--- config.mk ---
export PLATFORM = sky130hd
export DESIGN_NAME = antares_timer_slave_flat
export DESIGN_NICKNAME = d
export VERILOG_FILES = /design/src/rtl/antares_timer_slave_if.sv /design/src/rtl/antares_timer_slave.sv /design/src/flat_wrapper.sv
export SDC_FILE = /design/constraint.sdc
export NUM_CORES = 1
export LEC_CHECK = 0
export CAP_MARGIN = 30
export CORE_MARGIN = 2
export CORE_UTILIZATION = 34
export DETAILED_ROUTE_END_ITERATION = 8
export DONT_BUFFER_PORTS = 1
export GPL_ROUTABILITY_DRIVEN = 1
export PLACE_DENSITY = 0.47
export SLEW_MARGIN = 25
export SYNTH_ARGS = -nofsm -noshare
export SYNTH_HDL_FRONTEND = slang
export SYNTH_SLANG_ARGS = --single-unit
export TNS_END_PERCENT = 30
--- constraint.sdc ---
create_clock -name clk -period 2.8 [get_ports clk]
set_input_delay 0.42 -clock clk [delete_from_list [all_inputs] [get_ports clk]]
set_output_delay 0.42 -clock clk [all_outputs]
set_load 0.05 [all_outputs]
--- src/rtl/antares_timer_slave_if.sv ---
// antares_timer_slave_if: data-port handshake between the core and a memory-mapped responder
interface antares_timer_slave_if;
  logic [31:0] address;
  logic [31:0] data_i;
  logic [31:0] data_o;
  logic [3:0]  wr;
  logic        enable;
  logic        ready;
  logic        error;
  modport master (output address, data_i, wr, enable, input data_o, ready, error);
  modport slave  (input address, data_i, wr, enable, output data_o, ready, error);
endinterface

--- src/rtl/antares_timer_slave.sv ---
// antares_timer_slave: memory-mapped prescaled 32-bit timer with compare match,
// auto-reload/one-shot modes and a level interrupt, behind a wait-state handshake.
module antares_timer_slave #(
  parameter int WAIT_STATES = 0
) (
  input  logic                        clk,
  input  logic                        rst,
  antares_timer_slave_if.slave        bus,
  output logic                        irq
);
  typedef enum logic [1:0] {S_IDLE, S_WAIT, S_RESP} state_t;
  state_t state, nxt;
  logic [3:0]  wcnt;
  logic [2:0]  a_q, sel;
  logic [3:0]  wr_q;
  logic [31:0] d_q, rdata, wdata, compare, count;
  logic [15:0] prescale, pre;
  logic [2:0]  ctrl;
  logic        pend, tick, match, wc, w1c, unused_addr;

  function automatic logic [31:0] merge(input logic [31:0] o, input logic [31:0] d, input logic [3:0] be);
    logic [31:0] r;
    for (int i = 0; i < 4; i++) r[8*i +: 8] = be[i] ? d[8*i +: 8] : o[8*i +: 8];
    return r;
  endfunction

  assign unused_addr = ^{bus.address[31:5], bus.address[1:0]};
  assign irq   = pend & ctrl[1];
  // In IDLE the request is decoded live so a zero-wait access can respond on the next edge.
  assign sel   = state == S_IDLE ? bus.address[4:2] : a_q;
  assign rdata = sel == 3'd0 ? {29'd0, ctrl} :
                 sel == 3'd1 ? {16'd0, prescale} :
                 sel == 3'd2 ? compare :
                 sel == 3'd3 ? count :
                 sel == 3'd4 ? {31'd0, pend} : 32'd0;
  // In RESP sel is the held offset, so rdata is the addressed register's current value.
  assign wdata = merge(rdata, d_q, wr_q);
  assign wc    = state == S_RESP && |wr_q;
  assign w1c   = wc && a_q == 3'd4 && wr_q[0] && d_q[0];
  assign tick  = ctrl[0] && pre == prescale;
  assign match = tick && count == compare;

  always_comb begin
    nxt = S_IDLE;
    if (state == S_IDLE)
      nxt = bus.enable ? ((WAIT_STATES > 0) ? S_WAIT : S_RESP) : S_IDLE;
    else if (state == S_WAIT)
      nxt = !bus.enable ? S_IDLE : (wcnt == 4'(WAIT_STATES - 1) ? S_RESP : S_WAIT);
  end

  always_ff @(posedge clk or negedge rst) begin
    if (!rst) state <= S_IDLE;
    else      state <= nxt;
  end

  always_ff @(posedge clk or negedge rst) begin
    if (!rst) begin
      wcnt       <= '0;
      a_q        <= '0;
      wr_q       <= '0;
      d_q        <= '0;
      bus.ready  <= 1'b0;
      bus.error  <= 1'b0;
      bus.data_o <= '0;
      ctrl       <= '0;
      prescale   <= '0;
      pre        <= '0;
      compare    <= '0;
      count      <= '0;
      pend       <= 1'b0;
    end else begin
      wcnt <= (state == S_WAIT && nxt == S_WAIT) ? wcnt + 4'd1 : 4'd0;
      if (state == S_IDLE && bus.enable) begin
        a_q  <= bus.address[4:2];
        wr_q <= bus.wr;
        d_q  <= bus.data_i;
      end
      bus.ready  <= nxt == S_RESP;
      bus.error  <= nxt == S_RESP && sel > 3'd4;
      bus.data_o <= nxt == S_RESP ? rdata : 32'd0;
      pre        <= (ctrl[0] && !tick) ? pre + 16'd1 : 16'd0;
      // A CTRL write wins over the one-shot disable landing on the same edge.
      ctrl       <= (wc && a_q == 3'd0 && wr_q[0]) ? wdata[2:0] :
                    (match && !ctrl[2]) ? {ctrl[2:1], 1'b0} : ctrl;
      prescale   <= (wc && a_q == 3'd1) ? wdata[15:0] : prescale;
      compare    <= (wc && a_q == 3'd2) ? wdata : compare;
      count      <= (wc && a_q == 3'd3) ? wdata : tick ? (match ? 32'd0 : count + 32'd1) : count;
      pend       <= match | (pend & !w1c);
    end
  end
endmodule

--- src/flat_wrapper.sv ---
// flat-port wrapper written by rule: the top's interface ports become plain ports
module antares_timer_slave_flat 
#(
  parameter int WAIT_STATES = 0
)
  (clk, rst, irq, bus_address, bus_data_i, bus_wr, bus_enable, bus_data_o, bus_ready, bus_error);
  antares_timer_slave_if bus_i ();
  input  logic clk;
  input  logic rst;
  output logic irq;
  input wire logic [$bits(bus_i.address)-1:0] bus_address;
  input wire logic [$bits(bus_i.data_i)-1:0] bus_data_i;
  input wire logic [$bits(bus_i.wr)-1:0] bus_wr;
  input wire logic [$bits(bus_i.enable)-1:0] bus_enable;
  output wire logic [$bits(bus_i.data_o)-1:0] bus_data_o;
  output wire logic [$bits(bus_i.ready)-1:0] bus_ready;
  output wire logic [$bits(bus_i.error)-1:0] bus_error;
  assign bus_i.address = bus_address;
  assign bus_i.data_i = bus_data_i;
  assign bus_i.wr = bus_wr;
  assign bus_i.enable = bus_enable;
  assign bus_data_o = bus_i.data_o;
  assign bus_ready = bus_i.ready;
  assign bus_error = bus_i.error;
  antares_timer_slave #(.WAIT_STATES(WAIT_STATES)) u_core (.clk(clk), .rst(rst), .bus(bus_i), .irq(irq));
endmodule
# [Yosys cells after proc, flatten, opt, wreduce, memory -nomap -nowiden]
# Index checks and enable logic that the tools add are counted.
[op_classes] addsub=3 magnitude_cmp=1 n_eq_ne=15 n_mux=23 n_bitwise=3 n_reduce_logical=25
[ops] op="2-to-1 mux 32 bit" n=8
[ops] op="adder 32 x 1 -> 32 bit (second input constant)" n=1
[ops] op="equality test 32 bit" n=1
[ops] op="2-to-1 mux 8 bit" n=4
[ops] op="adder 16 x 1 -> 16 bit (second input constant)" n=1
[ops] op="equality test 16 bit" n=1
[ops] op="logical AND 1 bit" n=16
[ops] op="2-to-1 mux 16 bit" n=1
[ops] op="equality test 3 x 2 -> 1 bit (second input constant)" n=4
[ops] op="2-to-1 mux 2 bit" n=5
[ops] op="equality test 3 x 1 -> 1 bit (second input constant)" n=2
[ops] op="equality test 3 bit (second input constant)" n=2
[ops] op="logical NOT 3 bit" n=2
[ops] op="2-to-1 mux 3 bit" n=2
[ops] op="adder 4 x 1 -> 4 bit (second input constant)" n=1
[ops] op="equality test 2 x 1 -> 1 bit (second input constant)" n=2
[ops] op="equality test 2 bit (second input constant)" n=2
[ops] op="equality test 4 bit (second input constant)" n=1
[ops] op="2-to-1 mux 4 bit" n=1
[ops] op="nonzero test 2 bit" n=2
[ops] op="OR reduction 4 bit" n=1
[ops] op="> comparator 3 bit (second input constant)" n=1
[ops] op="logical NOT 1 bit" n=3
[ops] op="AND 1 bit" n=2
[ops] op="3 further kinds" n=4
[totals] register_bits=179 output_inout_bits=35 word_cells=85

# [Depth between registers and ports, before layout]
[logic_depth] depth_word=10 mapped_depth=9

# [Worst setup path after synthesis]
# Ideal clock, no wire load.
[synth_timing] path_kind="flip-flop to flip-flop" startpoint="register u_core.state[1]" endpoint="register u_core.count[2]" setup_ns=0.120 t_arrival_ns=2.072 required_time_ns=2.680 path_slack_ns=0.608 stages_incl_launch_ff=8 path_buffers=1 synth_period_minus_slack_ns=2.192 path_cell_list="dfrtp_1 -> buf_4 -> o21a_1 -> a21oi_2 -> mux4_2 -> a31oi_1 -> nor2_1 -> a31o_1"
[synth_via] elab_chain_len=9 word_cells_on_any_way=16 classes_between="4 x eq/ne; 7 x mux; 5 x reduce/logical"
[synth_rtl] element="start, declared" line_no="antares_timer_slave.sv:12" text="state_t state, nxt;"
[synth_rtl] element="start signal, assigned" line_no="antares_timer_slave.sv:53" text="else state <= nxt;"
[synth_rtl] element="logical NOT 2 bit" line_no="antares_timer_slave.sv:30" text="assign sel = state == S_IDLE ? bus.address[4:2] : a_q;"
[synth_rtl] element="2-to-1 mux 3 bit" line_no="antares_timer_slave.sv:30"
[synth_rtl] element="equality test 3 x 2 -> 1 bit" line_no="antares_timer_slave.sv:34" text="sel == 3'd3 ? count :"
[synth_rtl] element="2-to-1 mux 32 bit" line_no="antares_timer_slave.sv:34"
[synth_rtl] element="2-to-1 mux 32 bit" line_no="antares_timer_slave.sv:33" text="sel == 3'd2 ? compare :"
[synth_rtl] element="2-to-1 mux 32 bit" line_no="antares_timer_slave.sv:32" text="sel == 3'd1 ? {16'd0, prescale} :"
[synth_rtl] element="2-to-1 mux 32 bit" line_no="antares_timer_slave.sv:31" text="assign rdata = sel == 3'd0 ? {29'd0, ctrl} :"
[synth_rtl] element="2-to-1 mux 8 bit" line_no="antares_timer_slave.sv:23" text="for (int i = 0; i < 4; i++) r[8*i +: 8] = be[i] ? d[8*i +: 8] : o[8*i +: 8];"
[synth_rtl] element="2-to-1 mux 32 bit" line_no="antares_timer_slave.sv:87" text="count <= (wc && a_q == 3'd3) ? wdata : tick ? (match ? 32'd0 : count + 32'd1) : count;"
[synth_rtl] element="end signal, assigned" line_no="antares_timer_slave.sv:87"
[synth_rtl] element="end, declared" line_no="antares_timer_slave.sv:16" text="logic [31:0] d_q, rdata, wdata, compare, count;"
# Parallel ways exist; a longest one is shown, timed or not.
# A chain may end at the register's enable or synchronous reset.

# [Final worst setup path]
[layout_timing] startpoint="register u_core.state[1]" endpoint="register u_core.count[22]"
# Same word-level chain as after synthesis.

==> metrics list <==
- Using the TritonRoute via totals, the vias-per-cell ratio works out to 5.37.
* Synth Area in Adders: 0.393%
- For the pin with the worst max-slew slack, the measured transition is 706 ps.
- Of the total power, registers draw 44.5%.
* Number of instances in the synthesized netlist: 966
- Die area: 0.0294 mm^2
- IO Pins: 106
* Sequential element share of the synthesized area: 46.9%
- The total overflow left after global routing is 0.
- Of the post-synthesis cell area, the part taken by muxes is 5.90%.
- Total global routing track utilization: 19.5%
- In the routed design, unresolved DRC markers number 0.
- Area of all sequential standard cells: 0.00448 mm^2
- Layout Skew: 10.9 ps
* Number of global-route vias before repair: 7310
* TritonCTS clock tree: built
- The largest total area in the synthesized netlist belongs to dfrtp_1.
- Clock group share of total power: 28.2%
* Most instantiated flip-flop cell in the synthesis netlist: dfrtp_1
- The final number of hold-violating endpoints came to 179.
- Entering global routing, the biggest net connects 180 pins.
- Initial Util: 34.5%
- Data arrives at the worst endpoint at 2880 ps.
- Pint: 0.00589 W
* Start-to-end type of the worst setup path: flop to flop
- The first detailed-routing pass ran for 5 iterations.
- The floorplan step set the die height to 172 um.
* Leak Pwr: 4.46 nW
- Proportion of total power due to net switching: 37.3%
* Root buf cell: clkbuf_16
- Routed WL per cell: 20.1 um
- TritonCTS Buffers: 17
* Main combinational cell family by area after synthesis: simple AND/OR/NAND/NOR gates
* Fraction of synthesis flops using an asynchronous set or reset pin: 100%
- Summing all multi-input logic gate instances after layout gives 0.00462 mm^2.
- Data on the critical path is required at its endpoint by 3150 ps.
- Each instance of the synthesized netlist takes up on average 9.89 um^2.
* Die width: 172 um
- The worst pin sits at a relative slew slack of 52.7%.
* Post-Synth Simple-Gate Area: 19.4%
* Period Utilization, post-route: 90.2%
* HPWL after detailed placement: 19.2 mm
- Status: finished, violations left
* Tmin final: 2530 ps
- Post-CTS repair changed the size of 0 cells.
* Nets@finish: 1041
- The cell area that synthesis handed to floorplanning was 0.00955 mm^2.
- From synthesis to final layout, the design area changed by 13.0%.
- After clock tree synthesis, the setup repair step added 0 buffers.
- Number of max-cap violations: 0
- Once detail routing completed, the nets flagged for antenna violations numbered 0.
* Category of the worst setup path launch point: flop
- Total setup violations reported at the end of the flow: 0
- The tightest min-delay check is of the input port to asynchronous set/reset pin type.
- The clock passes through at most 2 buffers.
- The max-slew violation count was 0.
- Summed over all nets, the switching power comes to 0.00351 W.
- Worst setup EP type: flop
- Ranking of synthesized cells by area: dfrtp_1, mux2_2, nand2_1
* # port buffers: 0
- The final reports fail on negative hold slack.
- Number of instances in the placed design: 1326
* Warnings, synthesis: 0
* Pwr Total: 0.00940 W
* Netlist cell types: 80
- The number of antenna violations at the first check in global routing was 0.
* GP Congestion: 0.789
* Worst-case setup slack after placement: 299 ps
- After synthesis, the largest area contributor takes up 46.9% of total cell area.
- Number of enable-type register cells in the synthesized netlist: 0
- Power spread over the standard cell area amounts to 871 mW/mm^2.
- Placeable Area: 0.0277 mm^2
* Final Instance Count excl. Fillers: 1358
* Share of the synthesized netlist area taken by xor and xnor gates: 6.51%
* Synthesized-area fraction occupied by ao, oa, aoi and oai cells: 16.1%
- Worst hold-check slack: -327 ps
- Fraction of layout cells with a size suffix above 1: 16.5%
- Count of H-tree levels built during CTS: 4
* CTS Sinks: 179
- Combinational group share of total power: 27.3%
- The layout has 2751 filler cells.
- Setup repair after global routing left no endpoint under its margin.
- Setup slack on the critical path of the routed design comes to 274 ps.
* Post-route core utilization: 38.9%
- The first global-routing pass estimated 43.8 mm of wire.
- Total via count after detailed routing: 7291
- Flops & latches, synth: 179
- For this block, the routed nets add up to 27.2 mm of wire.
- The number of nets handed over by synthesis was 1040.
* Fmax: 0.396 GHz
- Worst-path maximum fanout: 21
- Sum of negative setup slack: 0 ps
- The floorplan has 61 rows.
- Leading cell type by number of instances after synthesis: dfrtp_1
* Iteration-0 DRC count of the detailed router: 371
- Most frequent cells after synthesis: dfrtp_1, nand2_1, o21ai_0
- Clock-pin transition on the worst setup and hold timing paths: 80 ps
* Clock latency reported for the late side of the worst-skew pair: 440 ps
- N_diodes: 0
* Worst supply voltage drop on vdd: 0.395 mV
[power groups by stage]
stage                     Combinational, W  Sequential, W  Clock (W)
final                              0.00257        0.00418    0.00265
after global routing               0.00285        0.00428    0.00284
after CTS                          0.00259        0.00418    0.00271
after detailed placement           0.00258        0.00423          0
after global placement             0.00255        0.00422          0
after floorplan                    0.00205        0.00384          0
[critical path, cell delays in order (launching register included)]
cell and delay, ps:
dfrtp_1 520, or3b_1 510, a211oi_2 360, and2_1 230, buf_12 170, a22oi_1 150, mux2_2 310, o22ai_1 170
[cell type report]
cell class	instances	share of cell area, %
inverter	22	0.765
clock buffer	17	3.94
sequential	179	41.5
tap	378	4.38
clock inverter	15	1.86
timing repair buffer	58	4.73
multi-input combinational	689	42.8
[state kept, by name, summed over array words and instances (netlist names), 3 cells and up]
signal and count:
u_core.bus.data_o 32, u_core.compare 32, u_core.count 32, u_core.d_q 32, u_core.pre 16, u_core.prescale 16
u_core.wcnt 4, u_core.wr_q 4, u_core.a_q 3, u_core.ctrl 3
[per-stage QoR]
step / hold WS [ps] / instance area, um^2
2_1_floorplan: 124 / 9550
3_3_place_gp: 132 / 10200
3_5_place_dp: 130 / 10200
4_1_cts: -341 / 10800
5_1_grt: -349 / 10800
6_report: -327 / 10800
[cell families after synthesis]
kind of cell               Yosys count
muxes                               49
buffers and inverters               98
adders and majority gates            3
and+or+nand+nor                    342
AOI/OAI and AO/OA                  224
DFF                                179
xor gates and xnor gates            71
[path summary, 6_finish.rpt]
check / startpoint / end / slack (ps) / cells after the start
min: rst / u_core.bus.data_o[26]$_DFF_PN0_ / -330 / 0
min reg2reg: u_core.wcnt[0]$_DFF_PN0_ / u_core.wcnt[0]$_DFF_PN0_ / 460 / 1
min in group clk: bus_data_i[27] / u_core.d_q[27]$_DFFE_PN0P_ / 100 / 2
max: u_core.state[1]$_DFF_PN0_ / u_core.count[22]$_DFFE_PN0P_ / 270 / 7
max in group asynchronous: rst / u_core.compare[2]$_DFFE_PN0P_ / 2910 / 0
max reg2reg: u_core.state[1]$_DFF_PN0_ / u_core.count[22]$_DFFE_PN0P_ / 270 / 7
[layout by cell type, fill, tap and decap left out, drive strengths merged, types with 11 or more instances in the layout]
master,count
nor2,65
nor3,16
nand3,36
inv,27
nand2,114
nor4,17
and3,12
xor2,26
a2bb2oi,18
o21ai,71
mux2,38
nand4,21
buf,58
a21oi,26
xnor2,45
dfrtp,179
clkbuf,17
o22ai,11
a22oi,23
[per-layer routing]
| layer | share of wire (%) | global-route usage [%] | vias up |
|---|---|---|---|
| met1 | 47 | 27.5 | 3670 |
| met4 | 0.77 | 3.80 | 0 |
| met3 | 2.8 | 2.97 | 18 |
| met2 | 49 | 31.9 | 124 |
| li1 | - | - | 3479 |
| met5 | 0 | 0 | - |
Power figures use the tool's default switching activity.
